File: src/rtl/mem_arbiter.sv
// Two-requester arbiter sharing one single-port synchronous RAM between instruction fetch
// and load/store ports; zero-latency grant, responses routed back one cycle later.
module mem_arbiter #(
  parameter int unsigned ADDR_WIDTH = 8,
  parameter int unsigned DATA_WIDTH = 32,
  parameter int unsigned PRIORITY   = 0,
  parameter int unsigned STARVE_MAX = 4
) (
  input  logic                    clk_i,
  input  logic                    rst_i,
  input  logic                    instr_req_i,
  output logic                    instr_gnt_o,
  input  logic [ADDR_WIDTH-1:0]   instr_addr_i,
  output logic                    instr_rvalid_o,
  output logic [DATA_WIDTH-1:0]   instr_rdata_o,
  input  logic                    data_req_i,
  output logic                    data_gnt_o,
  input  logic [ADDR_WIDTH-1:0]   data_addr_i,
  input  logic                    data_we_i,
  input  logic [DATA_WIDTH/8-1:0] data_be_i,
  input  logic [DATA_WIDTH-1:0]   data_wdata_i,
  output logic                    data_rvalid_o,
  output logic [DATA_WIDTH-1:0]   data_rdata_o,
  output logic                    mem_en_o,
  output logic                    mem_we_o,
  output logic [DATA_WIDTH/8-1:0] mem_be_o,
  output logic [ADDR_WIDTH-1:0]   mem_addr_o,
  output logic [DATA_WIDTH-1:0]   mem_wdata_o,
  input  logic [DATA_WIDTH-1:0]   mem_rdata_i
);

  localparam logic [3:0] StarveMax = 4'(STARVE_MAX);

  typedef enum logic [1:0] {OwnNone, OwnInstr, OwnData} owner_e;

  owner_e     r_resp_owner;
  owner_e     w_resp_owner_d;
  logic       r_resp_we;
  logic       r_last_data;   // 1 when the most recent grant went to the data port
  logic [3:0] r_starve_cnt;
  logic       w_instr_gnt;
  logic       w_data_gnt;
  logic       w_instr_rvalid;
  logic       w_data_rvalid;

  // Grant decision, purely from current-cycle requests and arbitration state
  always_comb begin
    w_instr_gnt = 1'b0;
    w_data_gnt  = 1'b0;
    if (!rst_i) begin
      if (instr_req_i && data_req_i) begin
        if (PRIORITY == 0) begin
          w_instr_gnt = r_last_data;
        end else begin
          w_instr_gnt = (r_starve_cnt == StarveMax);
        end
        w_data_gnt = !w_instr_gnt;
      end else begin
        w_instr_gnt = instr_req_i;
        w_data_gnt  = data_req_i;
      end
    end
  end

  always_comb begin
    w_resp_owner_d = OwnNone;
    if (w_instr_gnt) begin
      w_resp_owner_d = OwnInstr;
    end else if (w_data_gnt) begin
      w_resp_owner_d = OwnData;
    end
  end

  always_ff @(posedge clk_i) begin
    if (rst_i) begin
      r_resp_owner <= OwnNone;
      r_resp_we    <= 1'b0;
      r_last_data  <= 1'b1;
      r_starve_cnt <= 4'd0;
    end else begin
      r_resp_owner <= w_resp_owner_d;
      r_resp_we    <= w_data_gnt && data_we_i;
      if (w_instr_gnt) begin
        r_last_data <= 1'b0;
      end else if (w_data_gnt) begin
        r_last_data <= 1'b1;
      end
      if (!instr_req_i || w_instr_gnt) begin
        r_starve_cnt <= 4'd0;
      end else if (r_starve_cnt != StarveMax) begin
        r_starve_cnt <= r_starve_cnt + 4'd1;
      end
    end
  end

  // Pending responses are suppressed while reset is held
  always_comb begin
    w_instr_rvalid = !rst_i && (r_resp_owner == OwnInstr);
    w_data_rvalid  = !rst_i && (r_resp_owner == OwnData);
    instr_gnt_o    = w_instr_gnt;
    data_gnt_o     = w_data_gnt;
    mem_en_o       = w_instr_gnt || w_data_gnt;
    mem_addr_o     = w_data_gnt ? data_addr_i : instr_addr_i;
    mem_we_o       = w_data_gnt && data_we_i;
    mem_be_o       = w_data_gnt ? data_be_i : '0;
    mem_wdata_o    = w_data_gnt ? data_wdata_i : '0;
    instr_rvalid_o = w_instr_rvalid;
    instr_rdata_o  = w_instr_rvalid ? mem_rdata_i : '0;
    data_rvalid_o  = w_data_rvalid;
    data_rdata_o   = (w_data_rvalid && !r_resp_we) ? mem_rdata_i : '0;
  end

endmodule
File: config.mk
export PLATFORM = sky130hd
export DESIGN_NAME = mem_arbiter
export DESIGN_NICKNAME = d
export VERILOG_FILES = /design/src/rtl/mem_arbiter.sv
export SDC_FILE = /design/constraint.sdc
export NUM_CORES = 1
export LEC_CHECK = 0
export ABC_AREA = 1
export CAP_MARGIN = 20
export CORE_AREA = 2 2 79 81
export CTS_CLUSTER_SIZE = 12
export DETAILED_ROUTE_END_ITERATION = 10
export DIE_AREA = 0 0 81 83
export GPL_ROUTABILITY_DRIVEN = 0
export MAX_ROUTING_LAYER = met4
export PLACE_DENSITY_LB_ADDON = 0.1
export SYNTH_ARGS = -nofsm -noshare
export SYNTH_HDL_FRONTEND = slang
export SYNTH_SLANG_ARGS = --single-unit
File: constraint.sdc
create_clock -name clk_i -period 1.1 [get_ports clk_i]
set_input_delay 0.22 -clock clk_i [delete_from_list [all_inputs] [get_ports clk_i]]
set_output_delay 0.22 -clock clk_i [all_outputs]
set_load 0.1 [all_outputs]
==> reports/metrics.yaml, run 1 <==
status: "aborted with a tool error"
haltStage: "clock tree synthesis"
stop_error: "[ERROR DPL-0038] Utilization greater than 100%, impossible to legalize"
clockBufferDepth: 2
die_w_um: 81
synth_top_family_by_area: "simple AND/OR/NAND/NOR gates"
dp_cells: 519
yosysWarnings: 0
synth-compound-area-share_pct: 0.731
ctsHoldBuffers: 0
synth-seq-cells: 4
synth-xor-area-share_pct: 0
floorplan.initialDensity_pct: 17.7
cts_resized: 35
num_io_pins: 203
synth_cell_types: 16
htreeDepth: 1
root_buffer: "clkbuf_8"
postCtsSetupBuffers: 18
cts_sinks: 4
port_buffers: 202
synthAdderAreaFrac_pct: 0
synth_fp_nets: 320
ys.flop_type: "dfxtp_1"
async_flop_share_pct: 0
die_height_um: 83
rows: 28
cts_made_buffers: 3
yosysSeqAreaShare_pct: 7.80
syn-mean-instance-area_um2: 4.45
synth_enable_flop_cells: 0
synth-simple-area-share_pct: 54.8
synthesis.area_mm2: 0.00103
syn_inst: 231
dp_hpwl_um: 8260
synthMuxAreaShare_pct: 0
through the flow:
step	hold WS (ps)	setup WS, ps	instance area [µm²]	TNS (ps)
after floorplan	341	-462	2140	-42180
after detailed placement	539	-767	5520	-71900
after global placement	501	-739	5520	-68320
logic make-up after synthesis:
family	Yosys count
and+or+nand+nor	135
buffers and inverters	91
DFF	4
AOI/OAI and AO/OA	1
Yosys cell counts (3+ instances only):
cell     instances  area, µm²
nor2_2           7       43.8
nor2_1          96        360
nand2_1         18       67.6
inv_1           75        282
buf_2           10       50.1
nand3_1          3       15.0
nand4_1          8       50.1
dfxtp_1          4       80.1
inv_2            3       11.3
==> run 2, diff against run 1 <==
==> config.mk (replaced) <==
export PLATFORM = sky130hd
export DESIGN_NAME = mem_arbiter
export DESIGN_NICKNAME = d
export VERILOG_FILES = /design/src/rtl/mem_arbiter.sv
export SDC_FILE = /design/constraint.sdc
export NUM_CORES = 1
export LEC_CHECK = 0
export ABC_AREA = 1
export CAP_MARGIN = 20
export CORE_AREA = 2 2 80 82
export DETAILED_ROUTE_END_ITERATION = 10
export DIE_AREA = 0 0 82 84
export GPL_ROUTABILITY_DRIVEN = 0
export PLACE_DENSITY_LB_ADDON = 0.15
export SYNTH_ARGS = -nofsm -noshare
export SYNTH_HDL_FRONTEND = slang
export SYNTH_SLANG_ARGS = --single-unit
==> constraint.sdc (replaced) <==
create_clock -name clk_i -period 1.4 [get_ports clk_i]
set_input_delay 0.28 -clock clk_i [delete_from_list [all_inputs] [get_ports clk_i]]
set_output_delay 0.28 -clock clk_i [all_outputs]
set_load 0.1 [all_outputs]
==> reports/metrics.yaml, run 2 <==
multi_input_area_mm2: 0.00147
instances_no_fill: 539
final_core_utilization_pct: 94.1
synth_enable_flop_cells: 0  # unchanged
pre_cts_slack_ps: -514  # was -767 ps
power.static_leakage_nw: 2.41
fin_ws_ps: -334
start_kind: "register"
fin_tns_setup_ps: -29690
dr.pass1.iters: 4
grt_first_pass_wirelength_um: 14600
pwr-share-clk_pct: 10.4
grt_usage_pct: 28.0
top_regs: "r_resp_owner x2, r_last_data x1, r_resp_we x1"
rows: 29  # was 28
final_cell_mix: "buf_12 (130), nor2_4 (102), clkdlybuf4s50_1 (85), inv_1 (71)"
syn-mean-instance-area_um2: 4.45  # unchanged
synth_top_area_share_pct: 35.1  # unchanged
diodes: 0
min_period_ps: 1730
hold_violations: 0
num_io_pins: 203  # unchanged
seq_power_share_pct: 5.1
p_sw_share_pct: 54.5
largest_register_ff_count: 2
antenna_found_initial: 0
async_flop_share_pct: 0  # unchanged
crit_type: "reg2out"
drive_gt1_share_pct: 63.9
fin_crit_sh_pct: 124
clockBufferDepth: 2  # unchanged
largest_register: "r_resp_owner"
rsz0062_at_grt: "true"
cts_made_buffers: 3  # unchanged
hold_class: "in2reg"
die_w_um: 82  # was 81 µm
cp_max_fo: 10
combPwrFrac_pct: 84.6
nFillCells: 173
grt_pass1_vias: 2707
die-area_mm2: 0.00689
port_buffers: 202  # unchanged
worstPathRequired_ps: 1120
maxSlewViolCount: 0
power_switching_mw: 1.39
endpoint_kind: "output port"
cts_tree: "built"
synth_cell_types: 16  # unchanged
wire_per_inst_um: 19.4
max-slew-margin-rel_pct: 83.8
synth_most_common_cell: "nor2_1"  # unchanged
ir_worst_vdd_v: 0.000570
p_int_mw: 1.16
clkTransAtPathRegs_ps: 40
design_area_mm2: 0.00574
vias_per_cell: 4.51
die_height_um: 84  # was 83 µm
syn_to_final_growth_pct: 458
cts_sinks: 4  # unchanged
core_mm2: 0.00610
wl_um: 10500
ys.flop_type: "dfxtp_1"  # unchanged
final-seq-area_um2: 86.3
synth_commonest_cells: "nor2_1 (96), inv_1 (75), nand2_1 (18)"  # unchanged
synth_fp_nets: 320  # unchanged
root_buffer: "clkbuf_8"  # unchanged
dp_hpwl_um: 7210  # was 8260 µm
finClkSkew_ps: 5.97
htreeDepth: 1  # unchanged
power_per_cell_area_mw_per_mm2: 445
status: "complete, but fails checks"  # was aborted with a tool error
synth_area_leaders: "nor2_1 (35%), inv_1 (27%), dfxtp_1 (7.8%)"  # unchanged
antenna_left: 0
overflow: 0
drv_cap: 0
clock_latency_ps: 230
layout_commonest_cell: "buf_12"
fmax_mhz: 577
dp_cells: 523  # was 519
setup_viol: 114
vias: 2430
drt_iter0_drc: 56
worst_slew_pin_slew_ps: 243
power_mw: 2.55
syn_inst: 231  # unchanged
timing.hold.ws_ps: 528
ctsHoldBuffers: 0  # unchanged
finalNetCount: 553
floorplan.initialDensity_pct: 16.9  # was 17.7%
synthesis.area_mm2: 0.00103  # unchanged
violations: "setup timing"
synth-seq-cells: 4  # unchanged
cp_data_arrival_time_ps: 1450
dpl-instance-area_mm2: 0.00536  # was 0.00552 mm²
drc: 0
synth_top_cell_by_area: "nor2_1"  # unchanged
yosysWarnings: 0  # unchanged
grt_max_degree: 21
yosysSeqAreaShare_pct: 7.80  # unchanged
-- run 2: repair_timing --
action,CTS,global route
resized for setup,54,4
pin swaps,7,3
endpoints found under the setup margin,114,114
buffers inserted,10,1
gates cloned,2,0
-- run 2: final timing paths --
check,from,endpoint,slack (ps),cells past startpoint
setup / recovery,r_resp_owner[1],data_rdata_o[0],-330,6
hold reg to reg,r_last_data,r_last_data,560,2
setup reg to reg,r_last_data,r_resp_owner[1],320,6
hold / removal,instr_req_i,r_last_data,530,3
-- run 2: worst max-delay path, stage by stage, from the launching register on --
cell and delay (ps):
dfxtp_2 330, inv_2 60, nor2_4 120, nand3_4 160
buf_12 210, nor2_4 140, buf_12 180
-- run 2: power by group through the flow --
stage	Sequential [mW]	Clock, mW	Combinational [mW]
final	0.129	0.265	2.16
after global routing	0.130	0.270	2.22
after CTS	0.129	0.249	2.12
after detailed placement	0.128	0	2.02
after global placement	0.127	0	1.98
after floorplan	0.127	0	1.17
-- run 2: routing by layer --
layer | vias up | wire [µm] | GRT usage [%]
met5 | - | 0 | 0
met4 | 0 | 482 | 9.55
met3 | 38 | 877 | 7.14
met2 | 154 | 6120 | 57.9
met1 | 1138 | 2990 | 24.3
li1 | 1100 | - | -
-- run 2: kinds of logic after synthesis --
| kind of cell | count (synthesis) | synth area share [%] |
|---|---|---|
| compound gates | 1 | 0.731 |
| buf+inv | 91 | 36.7 |
| flops | 4 | 7.80 |
| simple gates | 135 | 54.8 |
-- run 2: cell type report --
class | instances | area share, %
clock buffer | 3 | 0.720
inverter | 78 | 5.37
multi-input combinational | 136 | 25.5
sequential | 4 | 1.51
tap | 77 | 1.68
timing repair buffer | 241 | 65.2
Power figures use the tool's default switching activity.
==> run 3, diff against run 2 <==
--- a/config.mk
+++ b/config.mk
@@ -8,6 +8,7 @@
 export ABC_AREA = 1
 export CAP_MARGIN = 20
 export CORE_AREA = 2 2 80 82
+export CTS_CLUSTER_DIAMETER = 80
 export DETAILED_ROUTE_END_ITERATION = 10
 export DIE_AREA = 0 0 82 84
 export GPL_ROUTABILITY_DRIVEN = 0
==> results of run 3 <==
Same layout as run 2: the final DEF is identical, and so are final timing and power.
